**src/rtl/blk_e08af3.sv**
```systemverilog
// blk_e08af3: key-protected IJTAG select controller driving a secure scan mux
//   ijtag_tck    : clock, all state changes on the rising edge
//   ijtag_reset  : asynchronous active-high reset
//   ijtag_sel    : TDR selected; ce/se/ue ignored when low
//   ijtag_ce     : capture enable (highest priority)
//   ijtag_se     : shift enable
//   ijtag_ue     : update enable (lowest priority)
//   ijtag_si     : scan in, enters sr MSB
//   ijtag_so     : scan out, sr LSB
//   mux_select   : registered select to the scan mux (state OPEN)
//   locked       : registered lockout flag (state LOCKOUT)
//   fail_count   : registered count of mismatched unlock attempts
module blk_e08af3 #(
    parameter int KEY_WIDTH = 8,
    parameter logic [KEY_WIDTH-1:0] KEY_VALUE = 8'hA5,
    parameter int MAX_FAILS = 3,
    parameter int FCNT_W = $clog2(MAX_FAILS + 1)
) (
    input  logic              ijtag_tck,
    input  logic              ijtag_reset,
    input  logic              ijtag_sel,
    input  logic              ijtag_ce,
    input  logic              ijtag_se,
    input  logic              ijtag_ue,
    input  logic              ijtag_si,
    output logic              ijtag_so,
    output logic              mux_select,
    output logic              locked,
    output logic [FCNT_W-1:0] fail_count
);
    typedef enum logic [1:0] {CLOSED, OPEN, LOCKOUT} state_t;
    state_t state, state_nx;
    logic [KEY_WIDTH:0] sr, sr_nx;
    logic [FCNT_W-1:0] fail_count_nx, fail_inc;
    assign ijtag_so = sr[0];
    assign mux_select = state == OPEN;
    assign locked = state == LOCKOUT;
    assign fail_inc = fail_count == FCNT_W'(MAX_FAILS) ? fail_count : fail_count + 1'b1;
    always_comb begin
        state_nx = state;
        fail_count_nx = fail_count;
        sr_nx = sr;
        if (ijtag_sel) begin
            if (ijtag_ce)
                // capture exposes status only; the key field reads back as zeros
                sr_nx = {mux_select, {(KEY_WIDTH-1){1'b0}}, locked};
            else if (ijtag_se)
                sr_nx = {ijtag_si, sr[KEY_WIDTH:1]};
            else if (ijtag_ue && state != LOCKOUT) begin
                if (!sr[KEY_WIDTH])
                    state_nx = CLOSED;
                else if (sr[KEY_WIDTH-1:0] == KEY_VALUE) begin
                    state_nx = OPEN;
                    fail_count_nx = '0;
                end else begin
                    fail_count_nx = fail_inc;
                    state_nx = fail_inc == FCNT_W'(MAX_FAILS) ? LOCKOUT : CLOSED;
                end
            end
        end
    end
    always_ff @(posedge ijtag_tck or posedge ijtag_reset) begin
        if (ijtag_reset) begin
            state <= CLOSED;
            fail_count <= '0;
            sr <= '0;
        end else begin
            state <= state_nx;
            fail_count <= fail_count_nx;
            sr <= sr_nx;
        end
    end
endmodule

```
**config.mk**
```make
export PLATFORM = sky130hd
export DESIGN_NAME = blk_e08af3
export DESIGN_NICKNAME = d
export VERILOG_FILES = /design/src/rtl/blk_e08af3.sv
export SDC_FILE = /design/constraint.sdc
export NUM_CORES = 1
export LEC_CHECK = 0
export CORE_MARGIN = 4
export CORE_UTILIZATION = 48
export DETAILED_ROUTE_END_ITERATION = 12
export PLACE_DENSITY = 0.82
export SYNTH_ARGS = -nofsm -noshare
export SYNTH_HDL_FRONTEND = slang
export SYNTH_SLANG_ARGS = --single-unit
```
**constraint.sdc**
```tcl
create_clock -name ijtag_tck -period 1.7 [get_ports ijtag_tck]
set_input_delay 0.34 -clock ijtag_tck [delete_from_list [all_inputs] [get_ports ijtag_tck]]
set_output_delay 0.34 -clock ijtag_tck [all_outputs]
set_load 0.01 [all_outputs]
```
# Yosys cells after proc, flatten, opt, wreduce, memory -nomap -nowiden
# Index checks and enable logic that the tools add are counted.
# Widths: inputs -> output; s select.
# totals
ff_bits,13
output_inout_bits,5
elab_cells,24
# classes
bitwise,2
n_reduce_logical,5
eq_ne,6
n_mux,7
addsub,1
# ops
operator,count
$mux 9,2
$mux 2,5
$eq 8x8->1 const B,1
$eq 2x2->1 const B,3
$reduce_and 5->1,1
$reduce_and 4->1,1
$add 2x1->2 const B,1
$eq 2x1->1 const B,1
$ne 2x2->1 const B,1
$not 1->1,2
$reduce_and 2->1,1
$reduce_bool 2->1,1
$logic_and 1x1->1,1

# Longest topological paths before layout
# Gate-level depths: netlist (run 1).
# logic_depth
depth_word,6
ltp_mapped,5
depth_no_buf,4

# Least setup slack after synthesis (run 1)
# OpenSTA, ideal clock, no wires.
# synth_path
kind,input to register
start,in ijtag_se
end,reg fail_count[0]
required_ns,1.575
cell_stages,3
setup_slack_ns,0.425
arrival_time_ns,1.150
path_cell_list,and4bb_2 > and3_4 > mux2_4
# synth_between
elab_chain_cells,2
# synth_rtl
element,line,text
"start, declared",23,"input logic ijtag_se,"
$not 1->1 (no source line),-,
$reduce_and 5->1 (no source line),-,
"end signal, assigned",69,fail_count <= fail_count_nx;
"end, declared",29,output logic [FCNT_W-1:0] fail_count
# No other way between the ends.
# A chain may end at the register's enable or synchronous reset.

# Worst setup path in the final report (run 1)
# layout_path
start,reg fail_count[1]
end,out fail_count[1]
# No word-level cell between the ends.

==> results of run 1 <==
[layer usage]
| layer | routed length (µm) | vias to the layer above | global-route usage (%) |
|---|---|---|---|
| met5 | 0 | - | 0 |
| met4 | 19 | 0 | 7.229 |
| met3 | 103 | 4 | 3.659 |
| met2 | 595 | 26 | 25.79 |
| met1 | 535 | 257 | 17.75 |
| li1 | - | 255 | - |
[report_power, final]
group	internal, µW	switching, µW
combinational	35.6	28.5
clock	87.3	109
sequential	319	10.4
[cell type report]
| cell class | instances | area share (%) |
|---|---|---|
| Clock buffer | 3 | 2.736 |
| Clock inverter | 1 | 0.6079 |
| Inverter | 3 | 1.368 |
| Multi-Input combinational cell | 46 | 35.41 |
| Sequential cell | 13 | 39.51 |
| Tap cell | 14 | 2.128 |
| Timing Repair Buffer | 15 | 18.24 |
[placed cells by master, fill, tap and decap left out, types with 3 or more instances in the layout]
cell type / instances
sky130_fd_sc_hd__buf_4: 3
sky130_fd_sc_hd__nand2_1: 10
sky130_fd_sc_hd__nand2b_1: 8
sky130_fd_sc_hd__a21oi_1: 5
sky130_fd_sc_hd__o21ai_0: 9
sky130_fd_sc_hd__clkbuf_4: 3
sky130_fd_sc_hd__dfrtp_1: 13
sky130_fd_sc_hd__inv_1: 3
sky130_fd_sc_hd__clkdlybuf4s50_1: 9
[metrics by stage]
step                util (%)  instances  worst slack (ns)  power, µW
finish                 69.41         95            0.1177      590.2
global route           69.41         95           0.07580      616.7
CTS                    69.41         95            0.1079      589.4
detailed placement     67.30         91           0.01132      400.3
global placement       67.30         91           0.01938      398.4
floorplan                  -         64            0.4254      364.3
[state kept, by name, summed over array words and instances (netlist names)]
signal / cells
fail_count: 2
sr: 9
state: 2
[worst max path at each step]
stage | start | to | slack [ns]
floorplan | ijtag_se | fail_count[0]$_DFFE_PP0P_ | 0.43
global placement | ijtag_se | fail_count[0]$_DFFE_PP0P_ | 0.02
detailed placement | ijtag_se | fail_count[0]$_DFFE_PP0P_ | 0.01
CTS | fail_count[1]$_DFFE_PP0P_ | fail_count[1] | 0.11
global route | fail_count[0]$_DFFE_PP0P_ | fail_count[0] | 0.08
finish | fail_count[1]$_DFFE_PP0P_ | fail_count[1] | 0.12
[cell families after synthesis]
logic type / share of synthesized area, %
AOI/OAI and AO/OA: 16.02
buffers and inverters: 3.711
DFF: 50.78
muxes: 5.468
and+or+nand+nor: 24.02
==> results.sh, run 1 <==
export IMPL_outcome="complete, no violations"
export IMPL_synth_net_count=71
export IMPL_yosys_cell_types_count=20
export IMPL_ys_top_cells_by_count="sky130_fd_sc_hd__dfrtp_1 (13), sky130_fd_sc_hd__nand2_1 (10), sky130_fd_sc_hd__o21ai_0 (9)"
export IMPL_critPathCaptureType="primary output"
export IMPL_synth_top_cell_area_share_pct=50.78
export IMPL_layout_drive_gt1_share_pct=17.28
export IMPL_number_of_vias_after_detailed_routing=542
export IMPL_skew_ns=0.002623
export IMPL_post_cts_setup_buffer_count=0
export IMPL_hold_worst_slack_ns=0.3735
export IMPL_worst_max_slew_margin_expressed_relative_to_the_limit_pct=67.76
export IMPL_netlist_instances=64
export IMPL_fin_nets=89
export IMPL_clock_tree_buffer_depth=2
export IMPL_source_of_the_worst_register_to_register_timing_path="sr[1]$_DFFE_PP0P_"
export IMPL_die_x_um=44.53
export IMPL_cp_class="register to primary output"
export IMPL_setup_violations=0
export IMPL_clock_root_buffer="sky130_fd_sc_hd__clkbuf_4"
export IMPL_fp_coreArea_um2=1186
export IMPL_required_time_at_the_endpoint_of_the_critical_path_ns=1.36
export IMPL_worstReg2RegEnd="fail_count[0]$_DFFE_PP0P_"
export IMPL_worst_skew_pair_late_latency_ns=0.28
export IMPL_finalHoldViolCount=0
export IMPL_finish_instance_area_um2=823.3
export IMPL_first_global_vias=527
export IMPL_cap_violations=0
export IMPL_synth_enable_flop_cells=0
export IMPL_start_kind="register"
export IMPL_timing_critical_path_slowest_cell_delay_ns=0.56
export IMPL_synth_area_leaders="sky130_fd_sc_hd__dfrtp_1 (51%), sky130_fd_sc_hd__nand2b_1 (7.8%), sky130_fd_sc_hd__o21ai_0 (7.0%)"
export IMPL_synth_most_common_cell="sky130_fd_sc_hd__dfrtp_1"
export IMPL_totalWireLength_um=1254
export IMPL_rsz_0062_raised_after_global_routing="no"
export IMPL_period_minus_slack_ns=1.582
export IMPL_syn_avg_cell_area_um2=10.01
export IMPL_critPathTopFamily="buffers and inverters"
export IMPL_antenna_found_initial=0
export IMPL_antenna_diode_count=0
export IMPL_post_cts_resized_instances=2
export IMPL_synth_seq_area_share_pct=50.78
export IMPL_fin_crit_sh_pct=93.08
export IMPL_path_max_fanout=4
export IMPL_stages_on_the_worst_setup_path=1
export IMPL_proportion_of_register_bits_with_asynchronous_set_or_reset_after_synthesis_pct=100.0
export IMPL_num_rows=12
export IMPL_detailedPlacementHpwl_um=928.1
export IMPL_setup_tns_ns=0
export IMPL_die_h_um=44.53
export IMPL_initial_core_utilization_pct=54.01
export IMPL_remaining_drc_errors=0
export IMPL_drtAntennaViolNets=0
export IMPL_path_clk_slew_ns=0.09
export IMPL_hold_class="input pin to asynchronous set/reset pin"
export IMPL_drt_first_pass_iters=4
export IMPL_timing_critical_path_cells="clkdlybuf4s50_1"
export IMPL_grt_max_degree=19
export IMPL_clock_tree_from_tritoncts="done"
export IMPL_tightest_slew_ns=0.4831
export IMPL_ys_ff_latch=13
export IMPL_design_portCount=12
export IMPL_netlist_area_um2=640.6
export IMPL_placed_area_um2=798.3
export IMPL_routabilityCongestion=0.7996
export IMPL_multi_input_area_um2=291.5
export IMPL_final_max_slew_violation_count=0
export IMPL_h_tree_depth=1
export IMPL_synth_largest_area_cell="sky130_fd_sc_hd__dfrtp_1"
export IMPL_total_leakage_power_uw=0.0003659
export IMPL_fillCellCount=88
export IMPL_vias_per_cell=5.705
export IMPL_areaGrowthSynthToFinish_pct=28.52
export IMPL_timing_critical_path_arrival_ns=1.24
export IMPL_p_per_area_nw_per_um2=716.8
export IMPL_floorplan_die_area_um2=1983
export IMPL_globalRouteTotalUtil_pct=15.22
export IMPL_detailedRoute_firstIterationViolations=20
export IMPL_worst_r2r_setup_slack_ns=0.31
export IMPL_cts_hold_buf=0
export IMPL_routed_wire_length_per_instance_um=13.20
export IMPL_reg2reg_depth=3
export IMPL_cp_buffers_inverters=1
export IMPL_total_number_of_clock_tree_sinks=13
export IMPL_synth_ff_type="sky130_fd_sc_hd__dfrtp_1"
export IMPL_grt_overflow_total=0
export IMPL_portBuffers=11
export IMPL_regArea_um2=325.3
export IMPL_maximum_ir_drop_on_the_vdd_rail_mv=0.5074
export IMPL_yosysWarnings=0
export IMPL_max_freq_ghz=0.6320
export IMPL_numCtsBuffers=3
export IMPL_global_route_wire_length_before_repair_um=2201
export IMPL_cpMaxStageDelayCell="sky130_fd_sc_hd__clkdlybuf4s50_1"
(Power assumes the default switching activity.)
==> inputs of run 2 (changes only) <==
CORE_MARGIN = not set   (was 4)
==> run 2 against run 1 <==
Die area is 25% lower; total power fell by 0.21%; highest routed layer unchanged; fmax increased by 0.36%; global-route usage increased by 4.9 points; clock skew fell by 0.0014 ns; count of clock-buffer cells in the layout is 1 higher; non-clock buffer count is 2 higher; critical path type unchanged; sequential share of layout area down 0.060 points; hold slack better by 0.0054 ns; sequential power hardly changed; combinational power is essentially flat.
==> results.sh, run 2 (synthesis gave the netlist of run 1 again) <==
export IMPL_outcome="complete, no violations"
export IMPL_cpMaxStageDelayCell="sky130_fd_sc_hd__clkdlybuf4s50_1"
export IMPL_period_minus_slack_ns=1.577
export IMPL_cap_violations=0
export IMPL_routed_wire_length_per_instance_um=13.43
export IMPL_drtAntennaViolNets=0
export IMPL_fin_crit_sh_pct=92.74
export IMPL_clock_root_buffer="sky130_fd_sc_hd__clkbuf_4"
export IMPL_grt_overflow_total=0
export IMPL_final_cell_mix="sky130_fd_sc_hd__dfrtp_1 (13), sky130_fd_sc_hd__nand2_1 (10), sky130_fd_sc_hd__o21ai_0 (9), sky130_fd_sc_hd__clkdlybuf4s50_1 (9), sky130_fd_sc_hd__nand2b_1 (8)"
export IMPL_post_cts_resized_instances=2
export IMPL_num_rows=12
export IMPL_hold_class="input pin to asynchronous set/reset pin"
export IMPL_cp_class="register to primary output"
export IMPL_p_per_area_nw_per_um2=714.2
export IMPL_routabilityCongestion=0.8213
export IMPL_fp_coreArea_um2=1171
export IMPL_initial_core_utilization_pct=54.70
export IMPL_fillCellCount=88
export IMPL_tightest_slew_ns=0.4998
export IMPL_drt_first_pass_iters=4
export IMPL_final_max_slew_violation_count=0
export IMPL_total_switching_power_uw=143.6
export IMPL_largest_register="sr"
export IMPL_required_time_at_the_endpoint_of_the_critical_path_ns=1.36
export IMPL_antenna_found_initial=0
export IMPL_global_route_wire_length_before_repair_um=1925
export IMPL_path_max_fanout=4
export IMPL_start_kind="register"
export IMPL_clock_tree_buffer_depth=2
export IMPL_largest_registers="sr x9, fail_count x2, state x2"
export IMPL_share_clk_of_total_power_pct=33.1
export IMPL_antenna_diode_count=0
export IMPL_floorplan_die_area_um2=1485
export IMPL_h_tree_depth=1
export IMPL_globalRouteTotalUtil_pct=20.12
export IMPL_cp_buffers_inverters=1
export IMPL_detailedRoute_firstIterationViolations=16
export IMPL_die_x_um=38.53
export IMPL_finish_instance_area_um2=824.5
export IMPL_worst_skew_pair_late_latency_ns=0.28
export IMPL_placed_area_um2=800.8
export IMPL_number_of_vias_after_detailed_routing=513
export IMPL_total_number_of_clock_tree_sinks=13
export IMPL_first_global_vias=467
export IMPL_clock_tree_from_tritoncts="done"
export IMPL_seqPwrFrac_pct=56.1
export IMPL_timing_critical_path_arrival_ns=1.24
export IMPL_maximum_ir_drop_on_the_vdd_rail_mv=0.4720
export IMPL_numCtsBuffers=3
export IMPL_max_freq_ghz=0.6343
export IMPL_largest_register_ffs=9
export IMPL_layout_drive_gt1_share_pct=18.07
export IMPL_hold_worst_slack_ns=0.3789
export IMPL_setup_tns_ns=0
export IMPL_remaining_drc_errors=0
export IMPL_path_clk_slew_ns=0.08
export IMPL_layout_commonest_cell="sky130_fd_sc_hd__dfrtp_1"
export IMPL_skew_ns=0.001217
export IMPL_rsz_0062_raised_after_global_routing="no"
export IMPL_critPathTopFamily="buffers and inverters"
export IMPL_grt_max_degree=14
export IMPL_timing_critical_path_cells="clkdlybuf4s50_1"
export IMPL_combinationalPowerShare_pct=10.8
export IMPL_worst_max_slew_margin_expressed_relative_to_the_limit_pct=66.64
export IMPL_total_leakage_power_uw=0.0003676
export IMPL_design_portCount=12
export IMPL_timing_critical_path_slowest_cell_delay_ns=0.56
export IMPL_setup_violations=0
export IMPL_portBuffers=11
export IMPL_areaGrowthSynthToFinish_pct=28.71
export IMPL_power_switching_fraction_pct=24.39
export IMPL_vias_per_cell=5.289
export IMPL_fin_nets=91
export IMPL_power_report_internal_total_uw=445.3
export IMPL_critPathCaptureType="primary output"
export IMPL_detailedPlacementHpwl_um=958.6
export IMPL_cts_hold_buf=0
export IMPL_die_h_um=38.53
export IMPL_post_cts_setup_buffer_count=0
export IMPL_totalWireLength_um=1303
export IMPL_finalHoldViolCount=0
## run 2: cell types whose count changed in the layout (fill, tap and decap cells not counted)
| cell | previous run | this run |
|---|---|---|
| sky130_fd_sc_hd__buf_4 | 3 | 6 |
| sky130_fd_sc_hd__buf_12 | 1 | 0 |
| sky130_fd_sc_hd__clkbuf_1 | 0 | 1 |
| sky130_fd_sc_hd__clkinv_2 | 1 | 0 |
## run 2: path summary, 6_finish.rpt
check | startpoint | end | slack [ns] | depth (start not counted)
worst max-delay path | fail_count[1]$_DFFE_PP0P_ | fail_count[1] | 0.12 | 1
worst min-delay path | ijtag_reset | sr[1]$_DFFE_PP0P_ | 0.38 | 2
worst max register to register | sr[1]$_DFFE_PP0P_ | fail_count[0]$_DFFE_PP0P_ | 0.34 | 3
worst min register to register | sr[2]$_DFFE_PP0P_ | sr[2]$_DFFE_PP0P_ | 0.51 | 2
max in group asynchronous | ijtag_reset | sr[0]$_DFFE_PP0P_ | 0.99 | 2
min in group ijtag_tck | sr[2]$_DFFE_PP0P_ | sr[2]$_DFFE_PP0P_ | 0.51 | 2
## run 2: power by group through the flow
stage          registers [µW]  logic [µW]  clock network, µW
3_3_place_gp              335        62.3                  0
2_1_floorplan             334        30.1                  0
4_1_cts                   330        64.5                195
5_1_grt                   331        70.7                212
6_report                  330        63.8                195
3_5_place_dp              336        64.5                  0
## run 2: final cells by class
class                   count  area, µm²  area share, %
flip-flops and latches     13      325.3          39.45
multi-input cells          46      291.5          35.36
repair buffers             17      152.6          18.51
clock buffers               4      26.28          3.187
well taps                  14      17.52          2.124
inverters                   3      11.26          1.366
## run 2: per-layer routing
metal	vias up	part of all wire, %	GRT usage (%)
li1	260	-	-
met4	0	1.1	7.759
met1	237	47	23.60
met2	14	49	34.58
met3	2	3.5	5.233
met5	-	0	0
## run 2: per-stage QoR
stage          worst slack [ns]  power (µW)  cells  util [%]
6_report                 0.1233       588.9     97     70.41
5_1_grt                 0.07743       613.3     97     70.41
4_1_cts                  0.1190       589.0     97     70.41
3_5_place_dp           0.009453       400.1     93     68.38
3_3_place_gp            0.03610       397.2     93     68.38
2_1_floorplan            0.4254       364.3     64         -
## run 2: worst register-to-register path, stage by stage, from the launching register on
cell and delay, ns:
sky130_fd_sc_hd__dfrtp_1 0.42, sky130_fd_sc_hd__nor4b_2 0.44, sky130_fd_sc_hd__a21oi_1 0.13, sky130_fd_sc_hd__mux2_4 0.26
==> RTL edit 1: new RTL, config.mk and constraints of run 2 <==
Set the parameter `MAX_FAILS` to 6 (it was 3).
--- a/src/rtl/blk_e08af3.sv
+++ b/src/rtl/blk_e08af3.sv
@@ -14,5 +14,5 @@
     parameter int KEY_WIDTH = 8,
     parameter logic [KEY_WIDTH-1:0] KEY_VALUE = 8'hA5,
-    parameter int MAX_FAILS = 3,
+    parameter int MAX_FAILS = 6,
     parameter int FCNT_W = $clog2(MAX_FAILS + 1)
 ) (
Interface: changed (resized fail_count); port bits go from 12 to 13. The function was not compared with the original's and may differ.
==> RTL edit 1 against run 2 <==
Global-route usage is 0.45 points lower. Maximum frequency is 4.3% lower. Critical path type unchanged. Critical endpoint unchanged. Sequential cell count is 1 higher. Setup slack worse by 0.070 ns. Via count is 22% higher. Count of clock-buffer cells in the layout stayed put. Critical path depth stayed put. Wire length is 9.9% higher. Design area is 15% higher. Synthesized area is 17% higher. Hold slack better by 0.0036 ns.
Power is not compared: it rests on default switching activity, and its combinational part moved more than twofold at a synthesized area within 25%.
==> RTL edit 1: results (changes against run 2) <==
| Metric | Value |
|---|---|
| Count of different cell masters after synthesis | 30 (was 20) |
| Sequential share of the synthesized area | 0.467 (was 0.508) |
| Leak Pwr | 0.418 nW |
| R2R Path End | fail_count[0] (unchanged) |
| # resized after CTS | 3 (was 2) |
| Setup Skew | 0.00745 ns (was 0.00122 ns) |
| VDD IR max | 575 uV |
| Worst R2R Path Depth | 4 (was 3) |
| Worst Path Arrival | 1.31 ns (was 1.24 ns) |
| Crit path max fanout | 4 (unchanged) |
| Largest net degree at the start of global routing | 19 (was 14) |
| Placer's final routability congestion estimate | 0.833 (was 0.821) |
| Top post-synthesis cells by area | dfrtp_1, o21ai_0, nand2b_1, nand2_1, ha_1 (was dfrtp_1, nand2b_1, o21ai_0, nand2_1, a21oi_1) |
| GRT Resource Usage Total | 0.197 (was 0.201) |
| Top Registers | sr: 9 flops, fail_count: 3 flops, state: 2 flops (was sr: 9 flops, fail_count: 2 flops, state: 2 flops) |
| Detail Placement HPWL | 1040 um (was 959 um) |
| IO buf count | 12 (was 11) |
| Routed wire length | 1430 um (was 1300 um) |
| Vias per cell | 5.66 (was 5.29) |
| RR Startpoint | sr[3] (was sr[1]) |
| R2r setup slk | 0.16 ns (was 0.34 ns) |
| Final Net Count | 106 (was 91) |
| DR iter-0 viols | 15 (was 16) |
| Worst Hold Class | input pin to async pin (unchanged) |
| Status | completed (unchanged) |
| Clk_lat worst skew | 0.29 ns |
| Vias in the first global route | 576 (was 467) |
| Layout cells sized above 1 | 0.156 (was 0.181) |
| Clk buf depth | 2 (unchanged) |
| Yosys top cell by area | dfrtp_1 (unchanged) |
| Top cells by count, synth | dfrtp_1, nand2_1, o21ai_0, nand2b_1, inv_1 (was dfrtp_1, nand2_1, o21ai_0, nand2b_1, a21oi_1) |
| First-pass GRT wire length | 2560 um (was 1930 um) |
| Hold WS | 0.382 ns (was 0.379 ns) |
| Slowest Stage Delay on Critical Path | 0.59 ns (was 0.56 ns) |
| Syn Nets | 86 (was 71) |
| Layout fillers | 108 (was 88) |
| Worst slew pin tran | 0.532 ns (was 0.500 ns) |
-- RTL edit 1: cell types whose count changed in the layout (fill, tap and decap cells not counted), moves of 2 or more --
cell | run 2 | this run
ha_1 | 0 | 2
nor2b_1 | 2 | 0
inv_1 | 3 | 6
o21ai_0 | 9 | 11
a21oi_1 | 5 | 2
-- RTL edit 1: layer usage --
layer	share of wire	GRT usage	vias up
met5	0	0	-
met3	0.036	0.0261	5
li1	-	-	313
met2	0.45	0.278	18
met1	0.48	0.277	292
met4	0.031	0.135	0
-- RTL edit 1: area by class of cell --
| class | count | area, sq um | area share |
|---|---|---|---|
| clock buffer | 4 | 36.3 | 0.0381 |
| timing repair buffer | 17 | 155 | 0.163 |
| inverter | 6 | 22.5 | 0.0237 |
| multi-input combinational | 55 | 368 | 0.386 |
| sequential | 14 | 352 | 0.369 |
| tap | 15 | 18.8 | 0.0197 |
-- RTL edit 1: worst max path at each step --
stage,from,endpoint,cells after the start
final,fail_count[1],fail_count[1],1
after global routing,fail_count[1],fail_count[1],1
after CTS,fail_count[2],fail_count[2],1
after detailed placement,ijtag_se,state[1],4
after global placement,ijtag_se,state[1],4
after floorplan,sr[3],fail_count[0],3
-- RTL edit 1: through the flow --
step	utilization	worst slack (ns)	area (sq um)	power [mW]	std cells
6_report	0.689	0.0533	952	1.05	111
5_1_grt	0.689	0.00925	952	1.10	111
4_1_cts	0.688	0.0305	951	1.05	111
3_5_place_dp	0.662	-0.0355	915	0.801	107
3_3_place_gp	0.662	-0.00402	915	0.788	107
2_1_floorplan	-	0.334	751	0.643	77
-- RTL edit 1: power by group through the flow --
stage | sequential (mW) | clock, mW | combinational [mW]
6_report | 0.448 | 0.248 | 0.349
5_1_grt | 0.457 | 0.263 | 0.381
4_1_cts | 0.445 | 0.252 | 0.351
3_5_place_dp | 0.447 | 0 | 0.354
3_3_place_gp | 0.444 | 0 | 0.344
2_1_floorplan | 0.451 | 0 | 0.192
-- RTL edit 1: kinds of logic (layout without fill, tap and decap cells) --
group,Yosys count,in the layout,share of synthesized area
flip-flops,14,14,0.467
AO/OA/AOI/OAI,23,23,0.200
AND/OR/NAND/NOR,28,28,0.227
buffers and inverters,8,27,0.0467
adder cells (fa/ha/maj),2,2,0.0333
multiplexers,2,2,0.0267
==> RTL edit 2: new RTL, config.mk and constraints of run 2 <==
Without the edit above. The 3 states of `state_t` get a one-hot encoding in 3 bits.
--- a/src/rtl/blk_e08af3.sv
+++ b/src/rtl/blk_e08af3.sv
@@ -29,5 +29,5 @@
     output logic [FCNT_W-1:0] fail_count
 );
-    typedef enum logic [1:0] {CLOSED, OPEN, LOCKOUT} state_t;
+    typedef enum logic [2:0] {CLOSED = 3'b001, OPEN = 3'b010, LOCKOUT = 3'b100} state_t;
     state_t state, state_nx;
     logic [KEY_WIDTH:0] sr, sr_nx;
Function: no difference found for any inputs over 10 cycles, from zero or initial values and one cycle with ijtag_reset high; not proved beyond that.
==> RTL edit 2 against run 2 <==
Register-to-register slack worse by 0.09 ns. Wire length down 0.23%. First-iteration DRC count down 75%. Design area increased by 9.1%. Sequential cell count grew 1. Setup slack got worse by 0.024 ns. Synthesized area up 6.3%. Critical path type unchanged.
Power is not compared: it rests on default switching activity, and its combinational part moved more than twofold at a synthesized area within 25%.
==> RTL edit 2: results (changes against run 2) <==
| Metric | Value |
|---|---|
| Status | completed (unchanged) |
| Sequential share of the synthesized area | 0.517 (was 0.508) |
| Top cells by count, synth | dfrtp_1, nand2_1, o21ai_0, nand2b_1 (was dfrtp_1, nand2_1, o21ai_0, nand2b_1, a21oi_1) |
| Placer's final routability congestion estimate | 0.697 (was 0.821) |
| Asr flop ratio synth | 1.00 (unchanged) |
| Worst Hold Class | input pin to async pin (unchanged) |
| Setup Skew | 0.00660 ns (was 0.00122 ns) |
| Crit path max fanout | 5 (was 4) |
| Syn Nets | 72 (was 71) |
| Top Registers | sr: 9 flops, state: 3 flops, fail_count: 2 flops (was sr: 9 flops, fail_count: 2 flops, state: 2 flops) |
| IO buf count | 11 (unchanged) |
| Pre-antenna DRT Iters | 4 (unchanged) |
| # hold bufs at CTS | 0 (unchanged) |
| Initial antenna violation count | 0 (unchanged) |
| CTS clk-pin slew, worst paths | 0.08 ns (about the same) |
| Int Pwr | 0.605 mW |
| Largest net degree at the start of global routing | 19 (was 14) |
| Layout fillers | 101 (was 88) |
| Slowest Stage Delay on Critical Path | 0.57 ns |
| N_diodes | 0 (unchanged) |
| Layout cells sized above 1 | 0.247 (was 0.181) |
| Synthesis Warnings | 0 (unchanged) |
| Vias in the first global route | 524 (was 467) |
| Vias per cell | 5.24 (was 5.29) |
| Count of different cell masters after synthesis | 23 (was 20) |
| H-Tree Level Count | 1 (unchanged) |
| GRT Resource Usage Total | 0.214 (was 0.201) |
| R2r setup slk | 0.25 ns (was 0.34 ns) |
| VDD IR max | 587 uV |
| Worst Path Arrival | 1.26 ns (was 1.24 ns) |
| Detail Placement HPWL | 972 um (was 959 um) |
| Top post-synthesis cells by area | dfrtp_1, nand2b_1, o21ai_0, and4bb_2, nand2_1 (was dfrtp_1, nand2b_1, o21ai_0, nand2_1, a21oi_1) |
| First-pass GRT wire length | 2150 um (was 1930 um) |
| Slew HR | 0.651 (was 0.666) |
| Top_reg_cell synth | dfrtp_1 (unchanged) |
| Final Net Count | 93 (was 91) |
| CP top delay family | buffers and inverters (unchanged) |
| Hold WS | 0.412 ns (was 0.379 ns) |
| Clock root buffer | clkbuf_4 (unchanged) |
| DR iter-0 viols | 4 (was 16) |
| WL/cell | 13.0 um (was 13.4 um) |
| Gr ovfl total | 0 (unchanged) |
| TritonCTS Buffers | 3 (unchanged) |
| Clk_lat worst skew | 0.27 ns |
==> RTL edit 2: stage by stage <==
step	TNS (ns)	std cells	cell area, sq um	power [mW]	setup WS, ns
after floorplan	0	65	681	0.492	0.381
after global placement	0	96	865	0.577	0.0197
after detailed placement	-0.0128	96	865	0.582	-0.0128
after CTS	0	100	901	0.812	0.00967
after global routing	0	100	900	0.851	0.0509
final	0	100	900	0.806	0.0991
==> RTL edit 2: cells by family (layout without fill, tap and decap cells) <==
family                 count (synthesis)  count (layout)  share of synthesized area
AOI/OAI and AO/OA                     18              18                      0.167
buffers and inverters                  5              25                     0.0312
DFF                                   14              14                      0.517
muxes                                  3               3                     0.0460
and+or+nand+nor                       25              25                      0.239
==> RTL edit 2: what timing repair did <==
item	in CTS	in global routing
resized for setup	4	2
cloned	0	0
setup endpoints to repair	2	2
==> RTL edit 2: path summary, 6_finish.rpt <==
| check | startpoint | endpoint | cells after the start |
|---|---|---|---|
| max | fail_count[1] | fail_count[1] | 1 |
| min | ijtag_reset | fail_count[1] | 2 |
| max reg2reg | state[1] | fail_count[0] | 4 |
| min reg2reg | sr[3] | sr[3] | 2 |
| max in group asynchronous | ijtag_reset | state[0] | 2 |
| min in group ijtag_tck | sr[3] | sr[3] | 2 |
==> RTL edit 2: power groups by stage <==
stage / Clock (mW) / Combinational, mW / Sequential, mW
6_report: 0.231 / 0.167 / 0.408
4_1_cts: 0.237 / 0.169 / 0.407
5_1_grt: 0.254 / 0.183 / 0.415
2_1_floorplan: 0 / 0.0771 / 0.415
3_3_place_gp: 0 / 0.165 / 0.411
3_5_place_dp: 0 / 0.169 / 0.413
==> RTL edit 2: cell type report <==
cell class | instances | share of cell area
repair buffers | 18 | 0.188
flip-flops and latches | 14 | 0.391
multi-input cells | 46 | 0.348
inverters | 3 | 0.0125
clock buffers | 4 | 0.0403
well taps | 15 | 0.0209
==> RTL edit 2: worst reg2reg max path, delay by kind of cell (launching register included) <==
| family | cells | cell delay [ns] |
|---|---|---|
| and+or+nand+nor | 2 | 0.47 |
| muxes | 1 | 0.32 |
| buffers and inverters | 1 | 0.16 |
| DFF | 1 | 0.39 |
==> RTL edit 2: routing by layer <==
metal  global-route usage  vias to the layer above  share of wire  wire length [um]
li1                     -                      271              -                 -
met2                0.328                       12           0.45               579
met3               0.0511                        2          0.043                56
met5                    0                        -              0                 0
met1                0.280                      239           0.50               650
met4                0.103                        0          0.010                13
